`src/rtl/seg7_scan8_if.sv`:
```
// Digit bus from the BCD counter plus the 7-segment pin bundle for seg7_scan8.
interface seg7_scan8_if;
    logic [3:0] ones, tens, hundreds, thousands;
    logic [3:0] tenthousands, hundredthousands, millions, tenmillions;
    logic [7:0] an;
    logic [6:0] seg;
    logic       dp;
    logic       frame_tick;

    modport master (
        output ones, tens, hundreds, thousands,
               tenthousands, hundredthousands, millions, tenmillions,
        input  an, seg, dp, frame_tick
    );
    modport slave (
        input  ones, tens, hundreds, thousands,
               tenthousands, hundredthousands, millions, tenmillions,
        output an, seg, dp, frame_tick
    );
endinterface

```
`src/rtl/seg7_scan8.sv`:
```
// 8-digit common-anode scanner with per-frame snapshot and inter-digit blanking.
// Optional SEG7_LEADING_ZERO_BLANK_EN suppresses leading zeros above DP_POS.
module seg7_scan8 #(
    parameter int DWELL_CYC = 1000,
    parameter int BLANK_CYC = 50,
    parameter int DP_POS    = 1
) (
    input logic         clk,
    input logic         rst,
    seg7_scan8_if.slave bus
);
    localparam int MAXC = (DWELL_CYC > BLANK_CYC) ? DWELL_CYC : BLANK_CYC;
    localparam int CW   = $clog2(MAXC + 1);

    typedef enum logic {BLANK, SHOW} state_t;

    state_t        state, nstate;
    logic [2:0]    idx, nidx;
    logic [CW-1:0] cnt, ncnt;
    logic          cap;
    logic [3:0]    din  [8];
    logic [3:0]    snap [8];
    logic [3:0]    cur  [8];
    logic [7:0]    lzb;
    logic [7:0]    an_n;
    logic [6:0]    seg_n;
    logic          dp_n;

    function automatic logic [6:0] decode(input logic [3:0] d);
        case (d)
            4'd0:    decode = 7'h40;
            4'd1:    decode = 7'h79;
            4'd2:    decode = 7'h24;
            4'd3:    decode = 7'h30;
            4'd4:    decode = 7'h19;
            4'd5:    decode = 7'h12;
            4'd6:    decode = 7'h02;
            4'd7:    decode = 7'h78;
            4'd8:    decode = 7'h00;
            4'd9:    decode = 7'h10;
            default: decode = 7'h3F;
        endcase
    endfunction

    assign din[0] = bus.ones;
    assign din[1] = bus.tens;
    assign din[2] = bus.hundreds;
    assign din[3] = bus.thousands;
    assign din[4] = bus.tenthousands;
    assign din[5] = bus.hundredthousands;
    assign din[6] = bus.millions;
    assign din[7] = bus.tenmillions;

    // Bypass the snapshot on the capture edge so BLANK_CYC==1 still shows fresh data.
    always_comb begin
        for (int k = 0; k < 8; k++) cur[k] = cap ? din[k] : snap[k];
    end

`ifdef SEG7_LEADING_ZERO_BLANK_EN
    logic allz;
    always_comb begin
        allz = 1'b1;
        lzb  = '0;
        for (int k = 7; k >= 0; k--) begin
            allz = allz & (cur[k] == 4'd0);
            if (k > DP_POS) lzb[k] = allz;
        end
    end
`else
    assign lzb = '0;
`endif

    always_comb begin
        nstate = state;
        nidx   = idx;
        ncnt   = cnt + 1'b1;
        cap    = 1'b0;
        case (state)
            BLANK: begin
                cap = (idx == 3'd0) && (cnt == '0);
                if (cnt == CW'(BLANK_CYC - 1)) begin
                    nstate = SHOW;
                    ncnt   = '0;
                end
            end
            SHOW: begin
                if (cnt == CW'(DWELL_CYC - 1)) begin
                    nstate = BLANK;
                    nidx   = idx + 3'd1;
                    ncnt   = '0;
                end
            end
            default: nstate = BLANK;
        endcase

        an_n  = 8'hFF;
        seg_n = 7'h7F;
        dp_n  = 1'b1;
        if (nstate == SHOW) begin
            an_n  = ~(8'd1 << nidx);
            seg_n = lzb[nidx] ? 7'h7F : decode(cur[nidx]);
            dp_n  = (nidx != 3'(DP_POS));
        end
    end

    always_ff @(posedge clk or posedge rst) begin
        if (rst) begin
            state          <= BLANK;
            idx            <= '0;
            cnt            <= '0;
            bus.an         <= 8'hFF;
            bus.seg        <= 7'h7F;
            bus.dp         <= 1'b1;
            bus.frame_tick <= 1'b0;
            for (int k = 0; k < 8; k++) snap[k] <= '0;
        end else begin
            state          <= nstate;
            idx            <= nidx;
            cnt            <= ncnt;
            bus.an         <= an_n;
            bus.seg        <= seg_n;
            bus.dp         <= dp_n;
            bus.frame_tick <= cap;
            if (cap) for (int k = 0; k < 8; k++) snap[k] <= din[k];
        end
    end
endmodule

```
`src/flat_wrapper.sv`:
```
// flat-port wrapper written by rule: the top's interface ports become plain ports
module seg7_scan8_flat 
#(
    parameter int DWELL_CYC = 1000,
    parameter int BLANK_CYC = 50,
    parameter int DP_POS    = 1
)
  (clk, rst, bus_ones, bus_tens, bus_hundreds, bus_thousands, bus_tenthousands, bus_hundredthousands, bus_millions, bus_tenmillions, bus_an, bus_seg, bus_dp, bus_frame_tick);
  seg7_scan8_if bus_i ();
  input logic clk;
  input logic rst;
  input wire logic [$bits(bus_i.ones)-1:0] bus_ones;
  input wire logic [$bits(bus_i.tens)-1:0] bus_tens;
  input wire logic [$bits(bus_i.hundreds)-1:0] bus_hundreds;
  input wire logic [$bits(bus_i.thousands)-1:0] bus_thousands;
  input wire logic [$bits(bus_i.tenthousands)-1:0] bus_tenthousands;
  input wire logic [$bits(bus_i.hundredthousands)-1:0] bus_hundredthousands;
  input wire logic [$bits(bus_i.millions)-1:0] bus_millions;
  input wire logic [$bits(bus_i.tenmillions)-1:0] bus_tenmillions;
  output wire logic [$bits(bus_i.an)-1:0] bus_an;
  output wire logic [$bits(bus_i.seg)-1:0] bus_seg;
  output wire logic [$bits(bus_i.dp)-1:0] bus_dp;
  output wire logic [$bits(bus_i.frame_tick)-1:0] bus_frame_tick;
  assign bus_i.ones = bus_ones;
  assign bus_i.tens = bus_tens;
  assign bus_i.hundreds = bus_hundreds;
  assign bus_i.thousands = bus_thousands;
  assign bus_i.tenthousands = bus_tenthousands;
  assign bus_i.hundredthousands = bus_hundredthousands;
  assign bus_i.millions = bus_millions;
  assign bus_i.tenmillions = bus_tenmillions;
  assign bus_an = bus_i.an;
  assign bus_seg = bus_i.seg;
  assign bus_dp = bus_i.dp;
  assign bus_frame_tick = bus_i.frame_tick;
  seg7_scan8 #(.DWELL_CYC(DWELL_CYC), .BLANK_CYC(BLANK_CYC), .DP_POS(DP_POS)) u_core (.clk(clk), .rst(rst), .bus(bus_i));
endmodule
```
`config.mk`:
```
export PLATFORM = sky130hd
export DESIGN_NAME = seg7_scan8_flat
export DESIGN_NICKNAME = d
export VERILOG_FILES = /design/src/rtl/seg7_scan8_if.sv /design/src/rtl/seg7_scan8.sv /design/src/flat_wrapper.sv
export SDC_FILE = /design/constraint.sdc
export NUM_CORES = 1
export LEC_CHECK = 0
export CELL_PAD_IN_SITES_DETAIL_PLACEMENT = 1
export CELL_PAD_IN_SITES_GLOBAL_PLACEMENT = 2
export CORE_MARGIN = 1
export CORE_UTILIZATION = 32
export CTS_BUF_LIST = sky130_fd_sc_hd__clkbuf_2
export DETAILED_ROUTE_END_ITERATION = 12
export GPL_TIMING_DRIVEN = 0
export HOLD_SLACK_MARGIN = 0.03
export PLACE_DENSITY_LB_ADDON = 0.1
export SYNTH_ARGS = -nofsm -noshare
export SYNTH_HDL_FRONTEND = slang
export SYNTH_SLANG_ARGS = --single-unit
```
`constraint.sdc`:
```
create_clock -name clk -period 3.1 [get_ports clk]
set_input_delay 0.93 -clock clk [delete_from_list [all_inputs] [get_ports clk]]
set_output_delay 0.93 -clock clk [all_outputs]
set_load 0.1 [all_outputs]
```
==> impl_metrics.toml <==
[synthesis]
synth-main-ff-cell = "dfrtp_1"
mappedNetlistArea_um2 = 3343
synth_seq_cells = 62
synth-simple-area-share = 0.2010
synth_xor_area_frac = 0.02844
synth_warnings = 0
postSynthAreaPerCell_um2 = 10.35
synthCells = 323
synth-edff-count = 0
ys_seq_area_frac = 0.4697
ys_types = 56
synthMuxAreaShare = 0.09768
synth_top_family_by_area = "simple AND/OR/NAND/NOR gates"
ys_async_sr_fraction = 1.000
synthAdderAreaFrac = 0.02246
synth.net_count = 363
synth-compound-area-share = 0.1332

[power_and_ir_drop]
p_sw_uw = 409.9
power_density_nw_per_um2 = 340.4
p_int_mw = 1.098
leakagePower_nw = 1.858
seqPwrFrac = 0.558
p_sw_frac = 0.2719
combPwrFrac = 0.095
clock_power_share = 0.347
ir_drop_mv = 0.1612

[global_routing]
grt_max_degree = 40
antenna_found_initial = 0
grt_use_total = 0.1769
grt_pass1_vias = 2955
overflow = 0
grt_pass1_wl_um = 15060

[sta]
setup-violations-final = 0
post-route-period-util = 0.9545
max_clock_freq_mhz = 338.0
worst_slew_pin_slew_ns = 0.9573
hold_viol_final = 0
holdWs_ns = 0.5021
drv_slew = 0
period_needed_ns = 2.959
slew_headroom = 0.3598
skew_ns = 0.02322
fin_ws_ns = 0.1410

[final_layout]
multiInputGateArea_um2 = 1717
syn2layout_area_growth_pct = 32.52
final-seq-area_um2 = 1573
stdcell_area_um2 = 4431
fillers = 1125
layout.nets = 448
antenna_cells = 0
drive_above_1_share = 0.2785

[floorplan]
initial_core_util = 0.3358
die-width_um = 104.2
rows = 36
die_h_um = 104.2
pin_count = 51
fp.coreArea_um2 = 9955
dieArea_um2 = 10860

[place]
place_area_um2 = 4030
io_buffers = 50
routabilityCongestion = 0.6974
pre_cts_ws_ns = -0.4697
hpwl_um = 6213

[clocking]
root_buffer = "clkbuf_2"
cts_tree = "built"
clock_path_buffers = 2
clkTransAtPathRegs_ns = 0.20
ctsHtreeMaxLevel = 3
clock-sinks = 62
clock_latency_ns = 0.49
cts_buffers = 9

[detailed_routing]
drt-pass1-iter-count = 4
drcViolationCount = 0
wl_per_cell_um = 16.70
viasPerCell = 5.009
drt_iter0_markers = 68
antenna_left = 0
wl_um = 9119
vias = 2735

[critical_path]
cp-start-kind = "register"
worstPathArrival_ns = 3.41
critPathCaptureType = "register"
path_class = "reg -> reg"
cp_max_fo = 9
worstPathRequired_ns = 3.55

[worst_hold_path]
hold_class = "reg -> reg"

[flow_run]
maxCapViolCount = 0

[outcome]
status = "completed"
## worst paths after layout
check | from | endpoint | slack, ns | cells past startpoint
max | u_core.cnt[0] | u_core.bus.seg[3] | 0.14 | 11
min | u_core.cnt[0] | u_core.cnt[0] | 0.50 | 1
max reg2reg | u_core.cnt[0] | u_core.bus.seg[3] | 0.14 | 11
min reg2reg | u_core.cnt[0] | u_core.cnt[0] | 0.50 | 1
max in group asynchronous | rst | u_core.bus.seg[0] | 1.66 | 3
min in group asynchronous | rst | u_core.snap[19] | 0.78 | 2
## critical path: stages, from the launching register on
cell and delay [ns]:
dfrtp_2 0.44, ha_2 0.27, and3_1 0.17, buf_2 0.22, nand4_1 0.25, xor2_4 0.25, buf_4 0.19, a221o_1 0.30
o22ai_4 0.17, inv_2 0.09, or4_1 0.47, nand3_1 0.10
## area by class of cell
type | count | share of cell area
Inverter | 18 | 0.01581
Clock buffer | 9 | 0.01017
Timing Repair Buffer | 75 | 0.1536
Sequential cell | 62 | 0.3550
Multi-Input combinational cell | 228 | 0.3875
Buffer | 14 | 0.02372
Tap cell | 133 | 0.03756
Clock inverter | 7 | 0.01666
## repair_timing
item,in CTS,in global routing
setup endpoints to repair,23,6
buffers inserted,4,20
hold buffers,0,0
pin swaps,4,4
resized for setup,26,21
## logic make-up (layout without fill, tap and decap cells)
kind of cell,count (synthesis),after routing
buf+inv,33,123
mux,29,29
fa+ha+maj,6,6
compound gates,53,53
flops,62,62
xor+xnor,10,10
simple gates,130,130
## synthesized netlist by cell type (all sizes together) (4+ instances only)
cell type,instances,area [um2]
nand2,53,198.9
dfrtp,47,1176
nor2,28,105.1
mux2,23,266.5
inv,17,63.81
nand2b,17,106.4
dfstp,15,394.1
buf,12,80.07
a2111oi,8,70.07
a32oi,8,70.07
nand3,8,40.04
ha,6,75.07
mux2i,6,60.06
nand4,6,52.55
o21ai,6,30.02
o22ai,6,57.55
xor2,6,60.06
a22oi,5,37.54
and3,5,31.28
a221o,4,40.04
xnor2,4,35.03
## routing by layer
layer,track usage,up-vias,wire [um]
met5,0,-,0
met4,0.06122,0,109
met3,0.02757,9,190
met2,0.3000,33,4587
met1,0.2283,1386,4232
li1,-,1307,-
## sequential cells by signal, summed over array words and instances, names as in the netlist
register / cells
u_core.bus.seg: 7
u_core.snap: 32
u_core.idx: 3
u_core.state: 1
u_core.cnt: 10
u_core.bus.frame_tick: 1
u_core.bus.an: 8
## cell usage in the layout (no fill, tap or decap), drive strengths merged, types with 4 or more instances in the layout
cell            n
dfrtp          47
ha              6
inv            18
a221o           4
clkbuf         11
mux2           23
nor2           28
nand4           6
dfstp          15
nand2          53
buf            37
clkdlybuf4s50  34
mux2i           6
a2111oi         8
a32oi           8
and3            5
nand2b         17
xnor2           4
o21ai           6
o22ai           6
nand3           8
dlygate4sd2    16
a22oi           5
xor2            6
## power by group through the flow
stage / logic, mW / clock network, mW / registers [mW]
5_1_grt: 0.160 / 0.581 / 0.844
4_1_cts: 0.139 / 0.551 / 0.841
3_5_place_dp: 0.135 / 0 / 0.855
2_1_floorplan: 0.0676 / 0 / 0.852
3_3_place_gp: 0.130 / 0 / 0.854
6_report: 0.143 / 0.524 / 0.841
## per-stage QoR
| step | cells | total power [mW] | TNS, ns | util |
|---|---|---|---|---|
| after floorplan | 323 | 0.9195 | 0 | - |
| after global placement | 506 | 0.9837 | -29.86 | 0.4028 |
| after detailed placement | 507 | 0.9899 | -2.146 | 0.4049 |
| after CTS | 526 | 1.531 | 0 | 0.4221 |
| after global routing | 546 | 1.586 | -0.04844 | 0.4451 |
| final | 546 | 1.508 | 0 | 0.4451 |
No activity file was read; power rests on OpenSTA's default activity.
